[src/rtl/branch_pkg.sv]
// Shared encodings for the EX-stage branch resolver: predictor states and
// the branch funct3 values it understands.
package branch_pkg;

  typedef enum logic [1:0] {
    SNT = 2'b00,
    WNT = 2'b01,
    WT  = 2'b10,
    ST  = 2'b11
  } bp_state_e;

  localparam logic [2:0] BEQ = 3'b000;
  localparam logic [2:0] BNE = 3'b001;

endpackage

[src/rtl/bp_sat_counter.sv]
// 2-bit saturating branch predictor state machine with a synchronous reset.
module bp_sat_counter
  import branch_pkg::*;
#(
  parameter logic [1:0] INIT_STATE = 2'b11
) (
  input  logic       clk_i,
  input  logic       rst_i,
  input  logic       en_i,
  input  logic       inc_i,
  output logic [1:0] state_o
);

  bp_state_e state_reg;
  bp_state_e state_next;

  always_ff @(posedge clk_i) begin
    if (rst_i) begin
      state_reg <= bp_state_e'(INIT_STATE);
    end else begin
      state_reg <= state_next;
    end
  end

  always_comb begin
    state_next = state_reg;
    if (en_i) begin
      if (inc_i) begin
        if (state_reg != ST) state_next = bp_state_e'(state_reg + 2'd1);
      end else begin
        if (state_reg != SNT) state_next = bp_state_e'(state_reg - 2'd1);
      end
    end
  end

  assign state_o = state_reg;

endmodule

[src/rtl/branch_resolve_unit.sv]
// EX-stage branch resolver: decides the outcome, flags mispredictions with a
// same-cycle flush/redirect, and trains the 2-bit predictor feeding ID.
module branch_resolve_unit
  import branch_pkg::*;
#(
  parameter logic [1:0] INIT_STATE = 2'b11,
  parameter int         CNT_W      = 16
) (
  input  logic             clk_i,
  input  logic             rst_i,
  output logic             pred_o,
  input  logic             ex_branch_i,
  input  logic             ex_prev_pred_i,
  input  logic [2:0]       ex_funct3_i,
  input  logic [31:0]      ex_rs1data_i,
  input  logic [31:0]      ex_rs2data_i,
  input  logic [31:0]      ex_pc_next_i,
  input  logic [31:0]      ex_beq_tar_i,
  output logic             flush_o,
  output logic             redirect_o,
  output logic [31:0]      redirect_pc_o,
  output logic [1:0]       state_o,
  output logic [CNT_W-1:0] br_cnt_o,
  output logic [CNT_W-1:0] mispred_cnt_o
);

  logic             ops_equal;
  logic             taken;
  logic             mis;
  logic [1:0]       state;
  logic [CNT_W-1:0] br_cnt_reg;
  logic [CNT_W-1:0] mispred_cnt_reg;

  assign ops_equal = (ex_rs1data_i == ex_rs2data_i);
  assign taken = ex_branch_i & (((ex_funct3_i == BEQ) & ops_equal) |
                                ((ex_funct3_i == BNE) & ~ops_equal));

  // A branch caught by reset is dropped, so it must not flush or redirect.
  assign mis = ~rst_i & ex_branch_i & (taken != ex_prev_pred_i);

  assign flush_o       = mis;
  assign redirect_o    = mis;
  assign redirect_pc_o = mis ? (taken ? ex_beq_tar_i : ex_pc_next_i) : 32'h0;

  bp_sat_counter #(
    .INIT_STATE(INIT_STATE)
  ) u_pred (
    .clk_i  (clk_i),
    .rst_i  (rst_i),
    .en_i   (ex_branch_i),
    .inc_i  (taken),
    .state_o(state)
  );

  // ID reads the pre-update state; during reset it sees the reset prediction.
  assign pred_o  = rst_i ? INIT_STATE[1] : state[1];
  assign state_o = state;

  always_ff @(posedge clk_i) begin
    if (rst_i) begin
      br_cnt_reg      <= '0;
      mispred_cnt_reg <= '0;
    end else begin
      if (ex_branch_i) br_cnt_reg <= br_cnt_reg + CNT_W'(1);
      if (mis) mispred_cnt_reg <= mispred_cnt_reg + CNT_W'(1);
    end
  end

  assign br_cnt_o      = br_cnt_reg;
  assign mispred_cnt_o = mispred_cnt_reg;

endmodule

[config.mk]
export PLATFORM = sky130hd
export DESIGN_NAME = branch_resolve_unit
export DESIGN_NICKNAME = d
export VERILOG_FILES = /design/src/rtl/branch_pkg.sv /design/src/rtl/bp_sat_counter.sv /design/src/rtl/branch_resolve_unit.sv
export SDC_FILE = /design/constraint.sdc
export NUM_CORES = 1
export LEC_CHECK = 0
export BUFFER_PORTS_ARGS = -buffer_cell sky130_fd_sc_hd__buf_2
export CAP_MARGIN = 20
export CORE_ASPECT_RATIO = 0.7
export CORE_UTILIZATION = 36
export CTS_CLUSTER_DIAMETER = 150
export CTS_CLUSTER_SIZE = 24
export DETAILED_ROUTE_END_ITERATION = 16
export GPL_TIMING_DRIVEN = 0
export PLACE_DENSITY = 0.81
export SKIP_LAST_GASP = 1
export SYNTH_ARGS = -nofsm -noshare
export SYNTH_HDL_FRONTEND = slang
export SYNTH_SLANG_ARGS = --single-unit
[constraint.sdc]
create_clock -name clk_i -period 2.1 [get_ports clk_i]
set_input_delay 0 -clock clk_i [delete_from_list [all_inputs] [get_ports clk_i]]
set_output_delay 0 -clock clk_i [all_outputs]
set_load 0.05 [all_outputs]
==> reports/summary.log, run 1 <==
[grt] global-route wire length before repair 13.9 mm
[sta] Fin. Hold Viols 0
[floorplanning] Core Box Area 0.00679 mm^2
[floorplanning] die boundary height 72.2 um
[synth] Syn Std Cell Area 0.00253 mm^2
[grt] total global-route track usage 23.6%
[run] max-cap violation count 0
[power_and_ir_drop] total power 1.79 mW
[detailed_routing] DRC violation count after routing 0
[sta] portion of the clock cycle consumed by the worst path in the final layout 103%
[power_and_ir_drop] VDD IR-drop max 0.000234 V
[critical_path] startpoint types primary input
[synth] Avg Cell Area, Syn 7.32 um^2
[floorplanning] FP Rows 25
[synth] EDFF count, synth 0
[detailed_routing] remaining antenna violation count 0
[critical_path] critical path arrival 2340 ps
[power_and_ir_drop] combinational cell fraction of total power 34.0%
[sta] final setup violation count 5
[clocking] count of hold-fix buffers inserted at cts 0
[sta] time the final worst path needs with I/O delays and setup 2160 ps
[placement] DP Worst Slack -729 ps
[cells_and_area] post-route insts no fill 667
[grt] maximum number of pins on one net before global-route repair 12
[detailed_routing] DR vias/cell 5.31
[run_status] run status finished with violations
[clocking] clock transition time at the flip-flop clock pins of the worst setup and hold paths 70 ps
[cells_and_area] most frequent cells in the layout buf_2, xor2_1, nand3_1
[clocking] TritonCTS sink count 34
[cells_and_area] fraction of final layout cells with drive strength greater than 1 57.4%
[grt] via count of the first global-routing pass 2,952
[floorplanning] initial cell density of the core 37.3%
[placement] placed insts 642
[power_and_ir_drop] net switching power 624 uW
[power_and_ir_drop] fraction of power spent switching nets 34.9%
[detailed_routing] drt wl/cell 16.1 um
[detailed_routing] total routed wirelength 10.8 mm
[clocking] # H-tree levels 2
[power_and_ir_drop] power density relative to cell area 375 mW/mm^2
[synth] proportion of register bits with asynchronous set or reset after synthesis 0%
[critical_path] kind of end point of the critical path flip-flop
[clocking] CTS Buf Count 5
[cells_and_area] final-stage net count 709
[synth] gate count after technology mapping 346
[grt] total congestion overflow after global routing 0
[detailed_routing] total number of vias 3,544
[detailed_routing] iteration-0 DRC count of the detailed router 156
[placement] weighted congestion at the end of routability-driven global placement 0.823
[synth] synthesis-stage register bit count 34
[power_and_ir_drop] clock network fraction of total power 28.7%
[worst_hold_path] worst hold-check path type in -> reg
[sta] maximum frequency from static timing analysis 464 MHz
[placement] dpl cell area 0.00379 mm^2
[sta] Worst Tran Pin Value 1020 ps
[grt] antenna violations before repair 0
[sta] final setup margin -56.8 ps
[critical_path] gate family responsible for the most delay along the worst path simple AND/OR/NAND/NOR gates
[power_and_ir_drop] Internal Pwr Total 1.17 mW
[synth] Post-synth top flop dfxtp_1
[sta] unrepaired setup endpoints after global routing true
[cells_and_area] antenna diode count 0
[clocking] Bufs on Longest Clock Path 2
[cells_and_area] Layout Area Growth over Synthesis 88.5%
[synth] Synth cell types 39
[sta] Slew HR 32.3%
[synth] sequential element share of the synthesized area 26.9%
[floorplanning] Ports 204
[floorplanning] Horiz. Die Dim 102 um
[critical_path] longest individual stage delay on the worst path 470 ps
[placement] HPWL Detailed 7.26 mm
[floorplanning] floorplan die area 0.00738 mm^2
[power_and_ir_drop] part of the power in registers 37.3%
[critical_path] data required time at the worst endpoint 2280 ps
[cells_and_area] leading cell type in the layout, fill and taps excluded buf_2
[placement] number of port buffers 202
[clocking] latest clock arrival within the worst-skew pair 290 ps
[critical_path] maximum fanout along the worst path 4
[cells_and_area] Finished Cell Area 0.00478 mm^2
[critical_path] CP Cell Sequence buf_6, xor2_2, nor4_2, nand4_1, or3b_4, a21o_4, a2111oi_4, and4_1, mux2_4
[clocking] TritonCTS clock tree yes
[synth] Synth warnings 0
[critical_path] classification of the worst setup path in -> reg
[critical_path] number of buffer and inverter stages on the critical path 1
[sta] max-slew violations 0
[synth] Post-Syn Nets 483
[power_and_ir_drop] leak pwr 2.02 nW
[run_status] violations in the final reports setup timing
[detailed_routing] number of iterations in the first detailed-routing pass 4
[critical_path] slowest stage cell, crit path or3b_4
[sta] largest clock skew in the final design 2.94 ps
[clocking] root buffer selected by CTS clkbuf_8
cell type report:
cell class,count,area [um^2]
Multi-Input combinational cell,280,2240
Fill cell,539,2010
Timing Repair Buffer,221,1470
Sequential cell,34,684
Buffer,24,155
Tap cell,94,118
Clock buffer,6,82.6
Inverter,6,22.5
Clock inverter,2,12.5
worst register-to-register path, delay by kind of cell (launching register included):
kind / cells / cell delay [ps]
DFF: 1 / 440
and+or+nand+nor: 3 / 650
buffers and inverters: 1 / 80
muxes: 1 / 300
AOI/OAI and AO/OA: 1 / 440
metal layers:
| layer | GRT usage (%) | share of wire, % |
|---|---|---|
| met5 | 0 | 0 |
| met4 | 6.19 | 1.8 |
| met3 | 5.11 | 6.9 |
| met2 | 40.1 | 51 |
| met1 | 30.2 | 40 |
sequential cells by signal (all words and copies together), names as in the netlist:
name	count
mispred_cnt_o	16
u_pred.state_o	2
br_cnt_o	16
Yosys cell counts (all sizes together) (4+ instances only):
cell type	instances	share of area, %
nor2	27	4.0
buf	4	1.4
inv	6	0.89
xor2	44	15
xnor2	9	3.1
a21oi	44	8.7
nand4	7	1.7
clkbuf	23	3.4
o21ai	4	0.79
and3	5	1.2
nand2	14	2.1
nand3	76	15
dfxtp	34	27
nor4	9	2.2
timing repair:
action	4_1_cts	5_1_grt
endpoints found under the setup margin	44	49
gates resized for setup	57	119
buffers inserted	5	11
pin swaps	15	75
cloned	0	4
per-stage QoR:
stage	hold WS, ps	TNS, ps	utilization (%)
final	183	-93.6	70.4
after floorplan	239	-391	-
after global routing	212	-3540	70.4
after global placement	425	-15920	55.8
after CTS	170	-489	59.9
after detailed placement	431	-18700	55.8
power groups by stage:
| stage | Sequential [mW] | Clock, mW | Combinational, mW |
|---|---|---|---|
| 6_report | 0.668 | 0.514 | 0.609 |
| 5_1_grt | 0.670 | 0.545 | 0.645 |
| 4_1_cts | 0.668 | 0.521 | 0.510 |
| 3_5_place_dp | 0.683 | 0 | 0.487 |
| 3_3_place_gp | 0.682 | 0 | 0.474 |
| 2_1_floorplan | 0.716 | 0 | 0.247 |
logic make-up after synthesis:
| group | after synthesis | synth area share, % |
|---|---|---|
| AOI/OAI and AO/OA | 64 | 15.3 |
| xor gates and xnor gates | 53 | 18.3 |
| adders and majority gates | 2 | 0.987 |
| buffers and inverters | 33 | 5.68 |
| DFF | 34 | 26.9 |
| muxes | 3 | 1.28 |
| and+or+nand+nor | 157 | 31.6 |
worst paths after layout:
| kind | startpoint | to | slack (ps) | cells after the start |
|---|---|---|---|---|
| worst max-delay path | ex_rs1data_i[16] | mispred_cnt_o[15]$_SDFFE_PP0P_ | -60 | 9 |
| worst max register to register | mispred_cnt_o[3]$_SDFFE_PP0P_ | mispred_cnt_o[15]$_SDFFE_PP0P_ | 90 | 6 |
| worst min-delay path | rst_i | mispred_cnt_o[4]$_SDFFE_PP0P_ | 180 | 6 |
| worst min register to register | mispred_cnt_o[10]$_SDFFE_PP0P_ | mispred_cnt_o[10]$_SDFFE_PP0P_ | 500 | 2 |
No activity file was read; power rests on OpenSTA's default activity.
==> run 2: changes to the inputs <==
- CORE_UTILIZATION: 36 -> 40
- PLACE_DENSITY: 0.81 -> 0.85
- SETUP_SLACK_MARGIN: unset -> 0.02
- clock period: 2.1 -> 2.4 ns (I/O delays scaled with it)
==> run 2 against run 1 <==
  * Global-route usage grew 2.4 points
  * Clock-buffer cell count grew 2
  * The flow now finishes without violations
  * Register-to-register slack better by 260 ps
  * Wire length shrank 8.7%
  * Sequential power is 12% lower
==> reports/summary.log, run 2 (synthesis results as in run 1) <==
[critical_path] CP Cell Sequence buf_2, xor2_1, nor4_1, nand4_1, or3b_4, a21o_1, buf_6, a2111oi_4, and4_1, mux2_1
[critical_path] classification of the worst setup path in -> reg
[floorplanning] Horiz. Die Dim 97.1 um
[critical_path] depth of the critical timing path with buffers and inverters included 10
[critical_path] data required time at the worst endpoint 2580 ps
[worst_hold_path] end point of the worst hold path u_pred.state_o[1]$_SDFFE_PP1P_
[sta] final setup violation count 0
[clocking] TritonCTS sink count 34
[run_status] run status completed
[sta] final setup margin 125 ps
[detailed_routing] total routed wirelength 9.82 mm
[power_and_ir_drop] VDD IR-drop max 0.000452 V
[clocking] CTS Buf Count 5
[worst_hold_path] worst hold-check path type in -> reg
[floorplanning] Ports 204
[critical_path] number of buffer and inverter stages on the critical path 2
[clocking] root buffer selected by CTS clkbuf_8
[power_and_ir_drop] power density relative to cell area 392 mW/mm^2
[clocking] clock transition time at the flip-flop clock pins of the worst setup and hold paths 70 ps
[critical_path] slack of the worst reg-to-reg path 350 ps
[placement] number of port buffers 202
[sta] Worst Tran Pin Value 548 ps
[grt] antenna violations before repair 0
[placement] weighted congestion at the end of routability-driven global placement 0.911
[detailed_routing] iteration-0 DRC count of the detailed router 220
[detailed_routing] drt wl/cell 15.4 um
[detailed_routing] number of iterations in the first detailed-routing pass 5
[worst_hold_path] hold path startpoint ex_branch_i
[floorplanning] floorplan die area 0.00666 mm^2
[sta] portion of the clock cycle consumed by the worst path in the final layout 94.8%
[critical_path] startpoint types primary input
[cells_and_area] leading cell type in the layout, fill and taps excluded buf_2
[clocking] # H-tree levels 2
[cells_and_area] fraction of final layout cells with drive strength greater than 1 43.4%
[sta] Worst Hold Margin 224 ps
[clocking] latest clock arrival within the worst-skew pair 290 ps
[critical_path] critical path arrival 2450 ps
[detailed_routing] remaining antenna violation count 0
[grt] global-route wire length before repair 13.9 mm
[clocking] Bufs on Longest Clock Path 2
[clocking] count of hold-fix buffers inserted at cts 0
[sta] unrepaired setup endpoints after global routing true
[floorplanning] die boundary height 68.6 um
[cells_and_area] final-stage net count 700
[critical_path] endpoint of the most critical register-to-register path mispred_cnt_o[15]$_SDFFE_PP0P_
[cells_and_area] FILL cells 517
[floorplanning] initial cell density of the core 42.9%
[critical_path] logic depth of the worst register-to-register path 6
[cells_and_area] most frequent cells in the layout buf_2, nand3_1, xor2_1
[detailed_routing] DR vias/cell 5.37
[critical_path] longest individual stage delay on the worst path 470 ps
[sta] time the final worst path needs with I/O delays and setup 2280 ps
[cells_and_area] Layout Area Growth over Synthesis 53.0%
[grt] maximum number of pins on one net before global-route repair 11
[placement] DP Worst Slack -396 ps
[detailed_routing] DRC violation count after routing 0
[worst_hold_path] Hold Path Cell Cnt 4
[grt] total congestion overflow after global routing 0
[grt] via count of the first global-routing pass 2,883
[cells_and_area] register area 681 um^2
[floorplanning] FP Rows 23
[sta] Slew HR 62.5%
[floorplanning] Core Box Area 0.00590 mm^2
[critical_path] kind of end point of the critical path flip-flop
[grt] total global-route track usage 26.0%
[clocking] TritonCTS clock tree yes
[power_and_ir_drop] leak pwr 1.88 nW
[critical_path] gate family responsible for the most delay along the worst path simple AND/OR/NAND/NOR gates
[cells_and_area] antenna diode count 0
[sta] Fin. Hold Viols 0
[critical_path] maximum fanout along the worst path 10
[cells_and_area] area of the multi-input gates 0.00177 mm^2
[placement] HPWL Detailed 7.73 mm
[critical_path] slowest stage cell, crit path or3b_4
[sta] largest clock skew in the final design 4.61 ps
[detailed_routing] total number of vias 3,433
[run] max-cap violation count 0
[sta] maximum frequency from static timing analysis 440 MHz
[sta] max-slew violations 0
[critical_path] startpoint of the most critical register-to-register path mispred_cnt_o[2]$_SDFFE_PP0P_
==> run 2: worst max-delay path by stage <==
stage / slack [ps] / endpoint / startpoint
2_1_floorplan: 70 / mispred_cnt_o[15]$_SDFFE_PP0P_ / ex_rs2data_i[24]
3_3_place_gp: -370 / mispred_cnt_o[15]$_SDFFE_PP0P_ / ex_rs2data_i[23]
3_5_place_dp: -400 / mispred_cnt_o[15]$_SDFFE_PP0P_ / ex_rs2data_i[23]
4_1_cts: 8 / redirect_pc_o[4] / ex_rs2data_i[23]
5_1_grt: 10 / mispred_cnt_o[15]$_SDFFE_PP0P_ / ex_rs2data_i[27]
6_report: 120 / mispred_cnt_o[15]$_SDFFE_PP0P_ / ex_rs2data_i[21]
==> run 2: layout make-up <==
| cell class | instances | area share (%) |
|---|---|---|
| buffer | 25 | 3.00 |
| clock buffer | 8 | 2.84 |
| inverter | 6 | 0.581 |
| multi-input combinational | 279 | 45.5 |
| sequential | 34 | 17.6 |
| tap | 75 | 2.42 |
| timing repair buffer | 212 | 28.1 |
==> run 2: metrics by stage <==
| step | instance area (um^2) | instances | util, % | TNS (ps) | power, mW |
|---|---|---|---|---|---|
| after floorplan | 2540 | 346 | - | 0 | 0.828 |
| after global placement | 3650 | 623 | 61.8 | -4940 | 1.00 |
| after detailed placement | 3650 | 623 | 61.8 | -5430 | 1.01 |
| after CTS | 3780 | 633 | 64.1 | 0 | 1.50 |
| after global routing | 3880 | 639 | 65.7 | 0 | 1.57 |
| final | 3880 | 639 | 65.7 | 0 | 1.52 |
==> run 2: worst reg2reg max path: stages (launching register included) <==
cell	delay (ps)
dfxtp_1	440
nand4_1	210
inv_1	100
nand2_1	210
a2111oi_4	410
and4_1	240
mux2_1	310
==> run 2: repair_timing <==
| item | 4_1_cts | 5_1_grt |
|---|---|---|
| gates cloned | 0 | 0 |
| buffers inserted | 2 | 8 |
| pin swaps | 2 | 10 |
| setup endpoints to repair | 35 | 38 |
| gates resized for setup | 7 | 14 |
==> run 2: report_power, final <==
group	switching [mW]	internal, mW
registers	0.0126	0.573
logic	0.264	0.170
clock network	0.212	0.290
total	0.489	1.03
==> run 2: routing by layer <==
metal	routed length [um]	track usage, %	up-vias
met3	792	5.14	12
met2	4760	43.5	168
met1	4160	35.0	1591
li1	-	-	1662
met4	107	6.16	0
met5	0	0	-
==> run 3: changes to the inputs <==
==> constraint.sdc (replaced) <==
create_clock -name clk_i -period 2.4 [get_ports clk_i]
set_input_delay 0 -clock clk_i [delete_from_list [all_inputs] [get_ports clk_i]]
set_output_delay 0 -clock clk_i [all_outputs]
set_load 0.1 [all_outputs]
==> run 3 against run 2 <==
  * Critical path depth is the same
  * Combinational power grew 41%
  * First-iteration DRC count decreased by 39%
  * Sequential power barely moved
  * Global-route usage is 0.77 points higher
  * Register-to-register slack improved by 30 ps
  * Fmax is 2.9% lower
  * Clock-buffer cell count shrank 1
  * Wire length up 5.6%
  * Critical path type unchanged
==> reports/summary.log, run 3 (synthesis results as in run 1) <==
[critical_path] maximum fanout along the worst path 6
[cells_and_area] Finished Cell Area 0.00443 mm^2
[floorplanning] FP Rows 23
[cells_and_area] post-route insts no fill 637
[detailed_routing] number of iterations in the first detailed-routing pass 4
[cells_and_area] antenna diode count 0
[placement] number of port buffers 202
[detailed_routing] DRC violation count after routing 0
[grt] antenna violations before repair 0
[sta] time the final worst path needs with I/O delays and setup 2340 ps
[grt] global-route wire length before repair 14.3 mm
[critical_path] CP Cell Sequence buf_6, xor2_1, nor4_1, nand4_1, or3b_4, a21o_1, buf_6, a2111oi_4, and4_1, mux2_4
[power_and_ir_drop] power density relative to cell area 369 mW/mm^2
[cells_and_area] final-stage net count 698
[critical_path] kind of end point of the critical path flip-flop
[power_and_ir_drop] leak pwr 1.92 nW
[critical_path] critical path arrival 2520 ps
[grt] via count of the first global-routing pass 3,059
[floorplanning] Core Box Area 0.00590 mm^2
[worst_hold_path] Hold Path Cell Cnt 6
[detailed_routing] iteration-0 DRC count of the detailed router 135
[critical_path] number of buffer and inverter stages on the critical path 2
[floorplanning] die boundary height 68.6 um
[power_and_ir_drop] VDD IR-drop max 0.000400 V
[floorplanning] initial cell density of the core 42.9%
[detailed_routing] total routed wirelength 10.4 mm
[sta] largest clock skew in the final design 4.25 ps
[clocking] root buffer selected by CTS clkbuf_8
[clocking] TritonCTS sink count 34
[worst_hold_path] worst hold-check path type in -> reg
[sta] final setup margin 57.1 ps
[grt] total congestion overflow after global routing 0
[clocking] count of hold-fix buffers inserted at cts 0
[run_status] run status completed
[grt] GR peak layer met2
[clocking] latest clock arrival within the worst-skew pair 290 ps
[clocking] Bufs on Longest Clock Path 2
[critical_path] depth of the critical timing path with buffers and inverters included 10
[clocking] CTS Buf Count 5
[cells_and_area] most frequent cells in the layout buf_2, nand3_1, xor2_1
[sta] unrepaired setup endpoints after global routing true
[detailed_routing] remaining antenna violation count 0
[critical_path] startpoint types primary input
[critical_path] most numerous cell on the critical path buf_6
[floorplanning] Ports 204
[critical_path] logic depth of the worst register-to-register path 6
[cells_and_area] Layout Area Growth over Synthesis 74.9%
[critical_path] classification of the worst setup path in -> reg
[detailed_routing] DR vias/cell 5.42
[placement] weighted congestion at the end of routability-driven global placement 0.782
[clocking] TritonCTS clock tree yes
[clocking] clock transition time at the flip-flop clock pins of the worst setup and hold paths 70 ps
[sta] final setup violation count 0
[floorplanning] Horiz. Die Dim 97.1 um
[sta] Worst Tran Pin Value 579 ps
[grt] total global-route track usage 26.7%
[placement] HPWL Detailed 7.87 mm
[grt] met2 track utilization from global routing 46.7%
[clocking] # H-tree levels 2
[critical_path] longest individual stage delay on the worst path 460 ps
[detailed_routing] drt wl/cell 16.3 um
[sta] Fin. Hold Viols 0
[floorplanning] floorplan die area 0.00666 mm^2
[sta] maximum frequency from static timing analysis 427 MHz
[cells_and_area] leading cell type in the layout, fill and taps excluded buf_2
[grt] maximum number of pins on one net before global-route repair 11
[sta] max-slew violations 0
[sta] Slew HR 60.4%
[sta] portion of the clock cycle consumed by the worst path in the final layout 97.6%
[run] max-cap violation count 0
[placement] dpl cell area 0.00401 mm^2
[grt] global-route track usage on met3 5.65%
[sta] Worst Hold Margin 209 ps
[critical_path] slack of the worst reg-to-reg path 380 ps
[placement] DP Worst Slack -376 ps
[cells_and_area] fraction of final layout cells with drive strength greater than 1 49.8%
[detailed_routing] total number of vias 3,455
[critical_path] data required time at the worst endpoint 2580 ps
[grt] met1 global-route usage 34.0%
[critical_path] gate family responsible for the most delay along the worst path simple AND/OR/NAND/NOR gates
[placement] placed insts 623
[critical_path] slowest stage cell, crit path or3b_4
==> run 3: cell count changes in the layout (fill, tap and decap cells not counted), sizes merged <==
cell | before | now
clkinv | 0 | 1
clkbuf | 32 | 28
buf | 213 | 214
==> run 3: per-layer routing <==
layer / wire length (um) / vias up
li1: - / 1658
met1: 4150 / 1614
met2: 5270 / 156
met3: 676 / 27
met4: 271 / 0
met5: 0 / -
==> run 3: area by class of cell <==
cell class / instances / area [um^2]
plain buffers: 26 / 131
clock buffers: 7 / 86.3
clock inverters: 1 / 5.00
fillers: 427 / 1470
inverters: 6 / 22.5
multi-input cells: 279 / 2100
flip-flops and latches: 34 / 691
well taps: 75 / 93.8
repair buffers: 209 / 1300
==> run 3: worst paths after layout <==
check / start / end
worst max register to register: mispred_cnt_o[2]$_SDFFE_PP0P_ / mispred_cnt_o[15]$_SDFFE_PP0P_
worst min-delay path: rst_i / mispred_cnt_o[4]$_SDFFE_PP0P_
worst max-delay path: ex_rs1data_i[22] / mispred_cnt_o[15]$_SDFFE_PP0P_
worst min register to register: mispred_cnt_o[5]$_SDFFE_PP0P_ / mispred_cnt_o[5]$_SDFFE_PP0P_
==> run 3: report_power, final <==
part / internal (mW) / switching (mW) / total [mW]
Clock: 0.231 / 0.206 / 0.438
Sequential: 0.573 / 0.0122 / 0.585
Combinational: 0.206 / 0.405 / 0.611
==> run 3: metrics by stage <==
| step | total power, mW | utilization [%] | setup TNS (ps) |
|---|---|---|---|
| after floorplan | 0.974 | - | -173 |
| after global placement | 1.15 | 67.9 | -11560 |
| after detailed placement | 1.16 | 67.9 | -12350 |
| after CTS | 1.60 | 71.3 | 0 |
| after global routing | 1.69 | 75.1 | -17.6 |
| final | 1.63 | 75.1 | 0 |
==> run 3: worst register-to-register path, delay by kind of cell (launching register included) <==
| kind | cells | cell delay [ps] |
|---|---|---|
| AND/OR/NAND/NOR | 3 | 630 |
| AO/OA/AOI/OAI | 1 | 490 |
| flip-flops | 1 | 400 |
| multiplexers | 1 | 300 |
| buffers and inverters | 1 | 90 |
==> run 3: timing repair <==
action | in CTS | in global routing
endpoints found under the setup margin | 36 | 37
resized for setup | 41 | 41
buffers inserted | 1 | 3
pin swaps | 2 | 11
